===== src/rtl/mem_access_unit.sv =====
// MEM-stage load/store front end for a word-organised dmem without byte enables.
// Sub-word stores are done as a read-modify-write; loads are lane-extracted and extended.
module mem_access_unit #(
  parameter int NB_DATA   = 32,
  parameter int NB_ADDR   = 32,
  parameter int ADDRWIDTH = 10
) (
  input  logic                 i_clock,
  input  logic                 i_reset,
  input  logic                 i_valid,
  input  logic                 i_write,
  input  logic [1:0]           i_size,
  input  logic                 i_unsigned,
  input  logic [NB_ADDR-1:0]   i_addr,
  input  logic [NB_DATA-1:0]   i_wdata,
  output logic                 o_stall,
  output logic                 o_done,
  output logic [NB_DATA-1:0]   o_rdata,
  output logic                 o_misaligned,
  output logic                 o_mem_enable,
  output logic                 o_mem_read,
  output logic                 o_mem_write,
  output logic [ADDRWIDTH-1:0] o_mem_addr,
  output logic [NB_DATA-1:0]   o_mem_wdata,
  input  logic [NB_DATA-1:0]   i_mem_rdata
);

  typedef enum logic [2:0] {IDLE, LOAD, STORE, RMW_RD, RMW_WR, RESP} state_t;

  state_t               state, next_state;
  logic                 misaligned;
  logic [1:0]           lane_q;
  logic [1:0]           size_q;
  logic                 unsigned_q;
  logic [NB_DATA-1:0]   wdata_q;
  logic [4:0]           shift;
  logic [NB_DATA-1:0]   lane_data;
  logic [NB_DATA-1:0]   load_ext;
  logic [NB_DATA-1:0]   mask;
  logic [NB_DATA-1:0]   merged;
  logic                 unused_addr_bits;

  assign unused_addr_bits = ^i_addr[NB_ADDR-1:ADDRWIDTH+2];

  always_comb begin
    misaligned = (i_size == 2'b11) ||
                 (i_size == 2'b01 && i_addr[0]) ||
                 (i_size == 2'b10 && i_addr[1:0] != 2'b00);
  end

  always_comb begin
    next_state   = state;
    o_stall      = 1'b0;
    o_done       = 1'b0;
    o_misaligned = 1'b0;
    case (state)
      IDLE: begin
        if (i_valid) begin
          if (misaligned) begin
            o_misaligned = 1'b1;
            o_done       = 1'b1;
          end else begin
            o_stall = 1'b1;
            if (!i_write)              next_state = LOAD;
            else if (i_size == 2'b10)  next_state = STORE;
            else                       next_state = RMW_RD;
          end
        end
      end
      LOAD, STORE, RMW_WR: begin
        o_stall    = 1'b1;
        next_state = RESP;
      end
      RMW_RD: begin
        o_stall    = 1'b1;
        next_state = RMW_WR;
      end
      RESP: begin
        o_done     = 1'b1;
        next_state = IDLE;
      end
      default: next_state = IDLE;
    endcase
    // Handshake outputs are forced low while reset is held, even with a request pending.
    if (i_reset) begin
      o_stall      = 1'b0;
      o_done       = 1'b0;
      o_misaligned = 1'b0;
    end
  end

  always_comb begin
    shift     = {lane_q, 3'b000};
    lane_data = i_mem_rdata >> shift;
    case (size_q)
      2'b00:   load_ext = unsigned_q ? {{(NB_DATA-8){1'b0}}, lane_data[7:0]}
                                     : {{(NB_DATA-8){lane_data[7]}}, lane_data[7:0]};
      2'b01:   load_ext = unsigned_q ? {{(NB_DATA-16){1'b0}}, lane_data[15:0]}
                                     : {{(NB_DATA-16){lane_data[15]}}, lane_data[15:0]};
      default: load_ext = i_mem_rdata;
    endcase
    if (size_q == 2'b00) mask = {{(NB_DATA-8){1'b0}}, 8'hFF} << shift;
    else                 mask = {{(NB_DATA-16){1'b0}}, 16'hFFFF} << shift;
    merged = (i_mem_rdata & ~mask) | ((wdata_q << shift) & mask);
  end

  always_ff @(posedge i_clock or posedge i_reset) begin
    if (i_reset) begin
      state        <= IDLE;
      o_mem_enable <= 1'b0;
      o_mem_read   <= 1'b0;
      o_mem_write  <= 1'b0;
      o_mem_addr   <= '0;
      o_mem_wdata  <= '0;
      o_rdata      <= '0;
      lane_q       <= '0;
      size_q       <= '0;
      unsigned_q   <= 1'b0;
      wdata_q      <= '0;
    end else begin
      state        <= next_state;
      // Bus strobes are decoded from the next state so they are registered yet aligned with it.
      o_mem_enable <= (next_state == LOAD) || (next_state == STORE) ||
                      (next_state == RMW_RD) || (next_state == RMW_WR);
      o_mem_read   <= (next_state == LOAD) || (next_state == RMW_RD);
      o_mem_write  <= (next_state == STORE) || (next_state == RMW_WR);
      if (state == IDLE && next_state != IDLE) begin
        o_mem_addr <= i_addr[ADDRWIDTH+1:2];
        lane_q     <= i_addr[1:0];
        size_q     <= i_size;
        unsigned_q <= i_unsigned;
        wdata_q    <= i_wdata;
        if (next_state == STORE) o_mem_wdata <= i_wdata;
      end
      if (state == LOAD)   o_rdata     <= load_ext;
      if (state == RMW_RD) o_mem_wdata <= merged;
    end
  end

endmodule


===== config.mk =====
export PLATFORM = sky130hd
export DESIGN_NAME = mem_access_unit
export DESIGN_NICKNAME = d
export VERILOG_FILES = /design/src/rtl/mem_access_unit.sv
export SDC_FILE = /design/constraint.sdc
export NUM_CORES = 1
export LEC_CHECK = 0
export BUFFER_PORTS_ARGS = -buffer_cell sky130_fd_sc_hd__clkbuf_2
export CORE_AREA = 2 2 113 115
export DETAILED_ROUTE_END_ITERATION = 16
export DIE_AREA = 0 0 115 117
export GPL_ROUTABILITY_DRIVEN = 0
export GPL_TIMING_DRIVEN = 0
export PLACE_DENSITY_LB_ADDON = 0.12
export SYNTH_ARGS = -nofsm -noshare
export SYNTH_HDL_FRONTEND = slang
export SYNTH_SLANG_ARGS = --single-unit
export TNS_END_PERCENT = 10

===== constraint.sdc =====
create_clock -name i_clock -period 7.2 [get_ports i_clock]
set_input_delay 0.36 -clock i_clock [delete_from_list [all_inputs] [get_ports i_clock]]
set_output_delay 0.36 -clock i_clock [all_outputs]
set_load 0.05 [all_outputs]

==> qor.log <==
qor: setup_path.timing.critical_path.to_type output port
qor: yosys.synth_edf_count 0
qor: place.detailedPlace.worstSlack 4.59 ns
qor: place.dpl.cell_count 825
qor: drt.routed-via-count 4801
qor: sta.clock-skew-final 0.00734 ns
qor: floorplanning.die_area 13500 sq um
qor: job.maxCapViolations 0
qor: cts.post_cts_resize_count 0
qor: setup_path.worst_setup_path_start_kind flop
qor: cts.clock_latency_on_the_worst_skew_pair 0.35 ns
qor: sta.report.final.slew_viol_count 0
qor: yosys.ys_async_sr_fraction 100%
qor: power_and_ir_drop.relative_contribution_of_the_clock_network_to_total_power 14.0%
qor: setup_path.critical_path_required 6.84 ns
qor: floorplanning.die_height 117 microns
qor: yosys.ys_types 45
qor: grt.grt.busiest_layer met2
qor: finish.layout_cells_sized_above_1 35.0%
qor: yosys.synth_fp_nets 615
qor: power_and_ir_drop.internal-power 1730 uW
qor: yosys.mappedNetlistArea 5260 sq um
qor: cts.cts_tree yes
qor: floorplanning.core_area 12300 sq um
qor: yosys.synthesis.area_per_instance 10.3 sq um
qor: yosys.ys_seq_elements 101
qor: grt.antenna_violations_before_repair 0
qor: setup_path.reg_to_reg_slack_setup 4.58 ns
qor: floorplanning.pin_count 183
qor: place.port_buffers 162
qor: setup_path.worst-path-max-fanout 9
qor: cts.htree_levels 3
qor: power_and_ir_drop.netSwitchingFraction 51.2%
qor: finish.final_cells 841
qor: yosys.yosys_warnings 0
qor: cts.cts_num_sinks 101
qor: hold_path.min_path_type in2async
qor: drt.detail_route.wirelength 16.7 mm
qor: finish.mostFrequentLayoutCells sky130_fd_sc_hd__clkbuf_2, sky130_fd_sc_hd__dfrtp_1, sky130_fd_sc_hd__nand3_1, sky130_fd_sc_hd__nand2_1
qor: drt.detailedRoute.firstPassIterationCount 5
qor: setup_path.cp_data_arrival_time 2.49 ns
qor: drt.first_iter_violations 416
qor: cts.cts_inserted_buffers 9
qor: power_and_ir_drop.vdd.ir_drop.worst 0.219 mV
qor: grt.met2_usage 39.3%
qor: sta.timing.fmax 351 MHz
qor: grt.gr-total-overflow 0
qor: floorplanning.floorplan.rows 41
qor: drt.drcViolationCount 0
qor: yosys.synth-seq-area-share 48.1%
qor: grt.wire_length_of_the_first_global_routing_pass 25.6 mm
qor: status.outcome complete, no violations
qor: yosys.syn_inst 512
qor: finish.diodes 0
qor: sta.tightest_slew 1.02 ns
qor: grt.groute.layer.met1.usage 35.8%
qor: drt.viasPerCell 5.71
qor: sta.timing.max_slew.rel_slack 32.1%
qor: cts.ctsRootBufferMaster sky130_fd_sc_hd__clkbuf_16
qor: power_and_ir_drop.seq_power_share 28.6%
qor: finish.area_delta_synth_final 25.3%
qor: sta.grt_setup_unrepaired false
qor: power_and_ir_drop.p_leak 0.00318 uW
qor: finish.design.final.nets 789
qor: finish.n_fill_cell 1167
qor: sta.final.min_clock_period 2.85 ns
qor: grt.grt_pass1_vias 4566
qor: power_and_ir_drop.ratio_of_total_power_to_cell_area 538 nW/um^2
qor: sta.final.setup.worst_slack 4.35 ns
qor: cts.clk_pin_slew_worst_paths 0.07 ns
qor: floorplanning.starting_density_of_the_core 42.7%
qor: grt.grt_util_overall 25.2%
qor: power_and_ir_drop.p_switching 1810 uW
qor: setup_path.timing_worst_setup_path_type reg2out
qor: grt.grt.met3_usage 4.07%
qor: drt.avgRoutedWirePerCell 19.8 microns
qor: floorplanning.die_width 115 microns
qor: grt.grt_start_max_net_pins 58
qor: sta.final-hold-violation-count 0
qor: sta.finalSetupViolCount 0
qor: yosys.synthFlopType sky130_fd_sc_hd__dfrtp_1
qor: power_and_ir_drop.share_comb_of_total_power 57.4%
qor: cts.cts-root-to-sink-buffers 2
qor: finish.mostFrequentLayoutCell sky130_fd_sc_hd__clkbuf_2
qor: sta.holdWs 0.0967 ns
qor: cts.cts-hold-fix-buffers 0
qor: sta.fin_setup_tns 0 ns
qor: sta.fin_crit_sh 39.6%
qor: place.detailedPlacementHpwl 12.8 mm
qor: drt.ant_nets 0
qor: cts.post_cts.repair.setup_buffers 0
==> cell families after synthesis <==
kind of cell,after synthesis,synth area share [%]
flip-flops,101,48.1
multiplexers,85,17.4
AND/OR/NAND/NOR,175,16.9
buffers and inverters,49,4.17
AO/OA/AOI/OAI,102,13.4
==> synth_stat cells, drive strengths merged (2+ instances only) <==
cell type,instances,area [sq um]
nand3,69,345
o21a,2,15.0
nand2b,8,50.1
nor3,4,20.0
a31oi,5,31.3
dfrtp,101,2530
mux2,42,473
o22ai,8,50.1
mux2i,42,420
o21ai,17,85.1
buf,20,110
nand2,53,199
a21oi,13,65.1
nand3b,6,45.0
nor2,12,47.6
and3,2,12.5
nor2b,10,62.6
a32o,6,60.1
o211ai,21,158
clkbuf,25,93.8
a211oi,13,97.6
a2bb2oi,7,61.3
inv,4,15.0
a211o,4,35.0
==> critical path, stage by stage (launching register included) <==
cell	delay [ns]
sky130_fd_sc_hd__dfrtp_1	0.36
sky130_fd_sc_hd__clkbuf_1	0.19
sky130_fd_sc_hd__nor4b_1	0.70
sky130_fd_sc_hd__nand2_1	0.30
sky130_fd_sc_hd__a211oi_1	0.28
sky130_fd_sc_hd__clkbuf_2	0.31
==> power by group through the flow <==
| stage | clock network (uW) | registers, uW | logic (uW) |
|---|---|---|---|
| final | 497 | 1010 | 2030 |
| after global routing | 531 | 1040 | 2180 |
| after CTS | 507 | 1010 | 2030 |
| after detailed placement | 0 | 1020 | 2030 |
| after global placement | 0 | 1010 | 2000 |
| after floorplan | 0 | 1680 | 858 |
==> metrics by stage <==
step	power [uW]	utilization (%)	area [sq um]
2_1_floorplan	2540	-	5260
3_3_place_gp	3010	50.8	6250
3_5_place_dp	3050	51.0	6280
4_1_cts	3550	53.5	6590
5_1_grt	3750	53.5	6590
6_report	3540	53.5	6590
==> flip-flops by register name, indices dropped and copies added (netlist names) <==
register / count
o_mem_read: 1
wdata_q: 16
o_mem_enable: 1
unsigned_q: 1
o_mem_wdata: 32
size_q: 2
o_rdata: 32
state: 3
o_mem_write: 1
lane_q: 2
o_mem_addr: 10
==> routing by layer <==
metal | part of all wire, % | vias to the layer above | routed length [microns]
met3 | 6.3 | 20 | 1050
met4 | 1.7 | 0 | 289
met5 | 0 | - | 0
li1 | - | 2233 | -
met2 | 46 | 171 | 7620
met1 | 46 | 2377 | 7730
==> worst paths after layout <==
path / end / cells past startpoint / from
max: o_stall / 5 / state[0]
min: state[0] / 2 / i_reset
max reg2reg: o_mem_wdata[4] / 6 / state[0]
min reg2reg: o_rdata[2] / 2 / o_rdata[2]
max in group asynchronous: wdata_q[9] / 3 / i_reset
min in group i_clock: o_mem_wdata[20] / 3 / i_wdata[20]
==> area by class of cell <==
class                           count  area [sq um]  share of cell area (%)
Tap cell                          150           188                    2.85
Sequential cell                   101          2530                    38.4
Inverter                            4          17.5                   0.266
Clock buffer                       10           239                    3.63
Buffer                             45           204                    3.10
Timing Repair Buffer              163           838                    12.7
Multi-Input combinational cell    362          2510                    38.1
Clock inverter                      6          62.6                   0.950
Note: power is estimated with default switching activity, not from simulation.
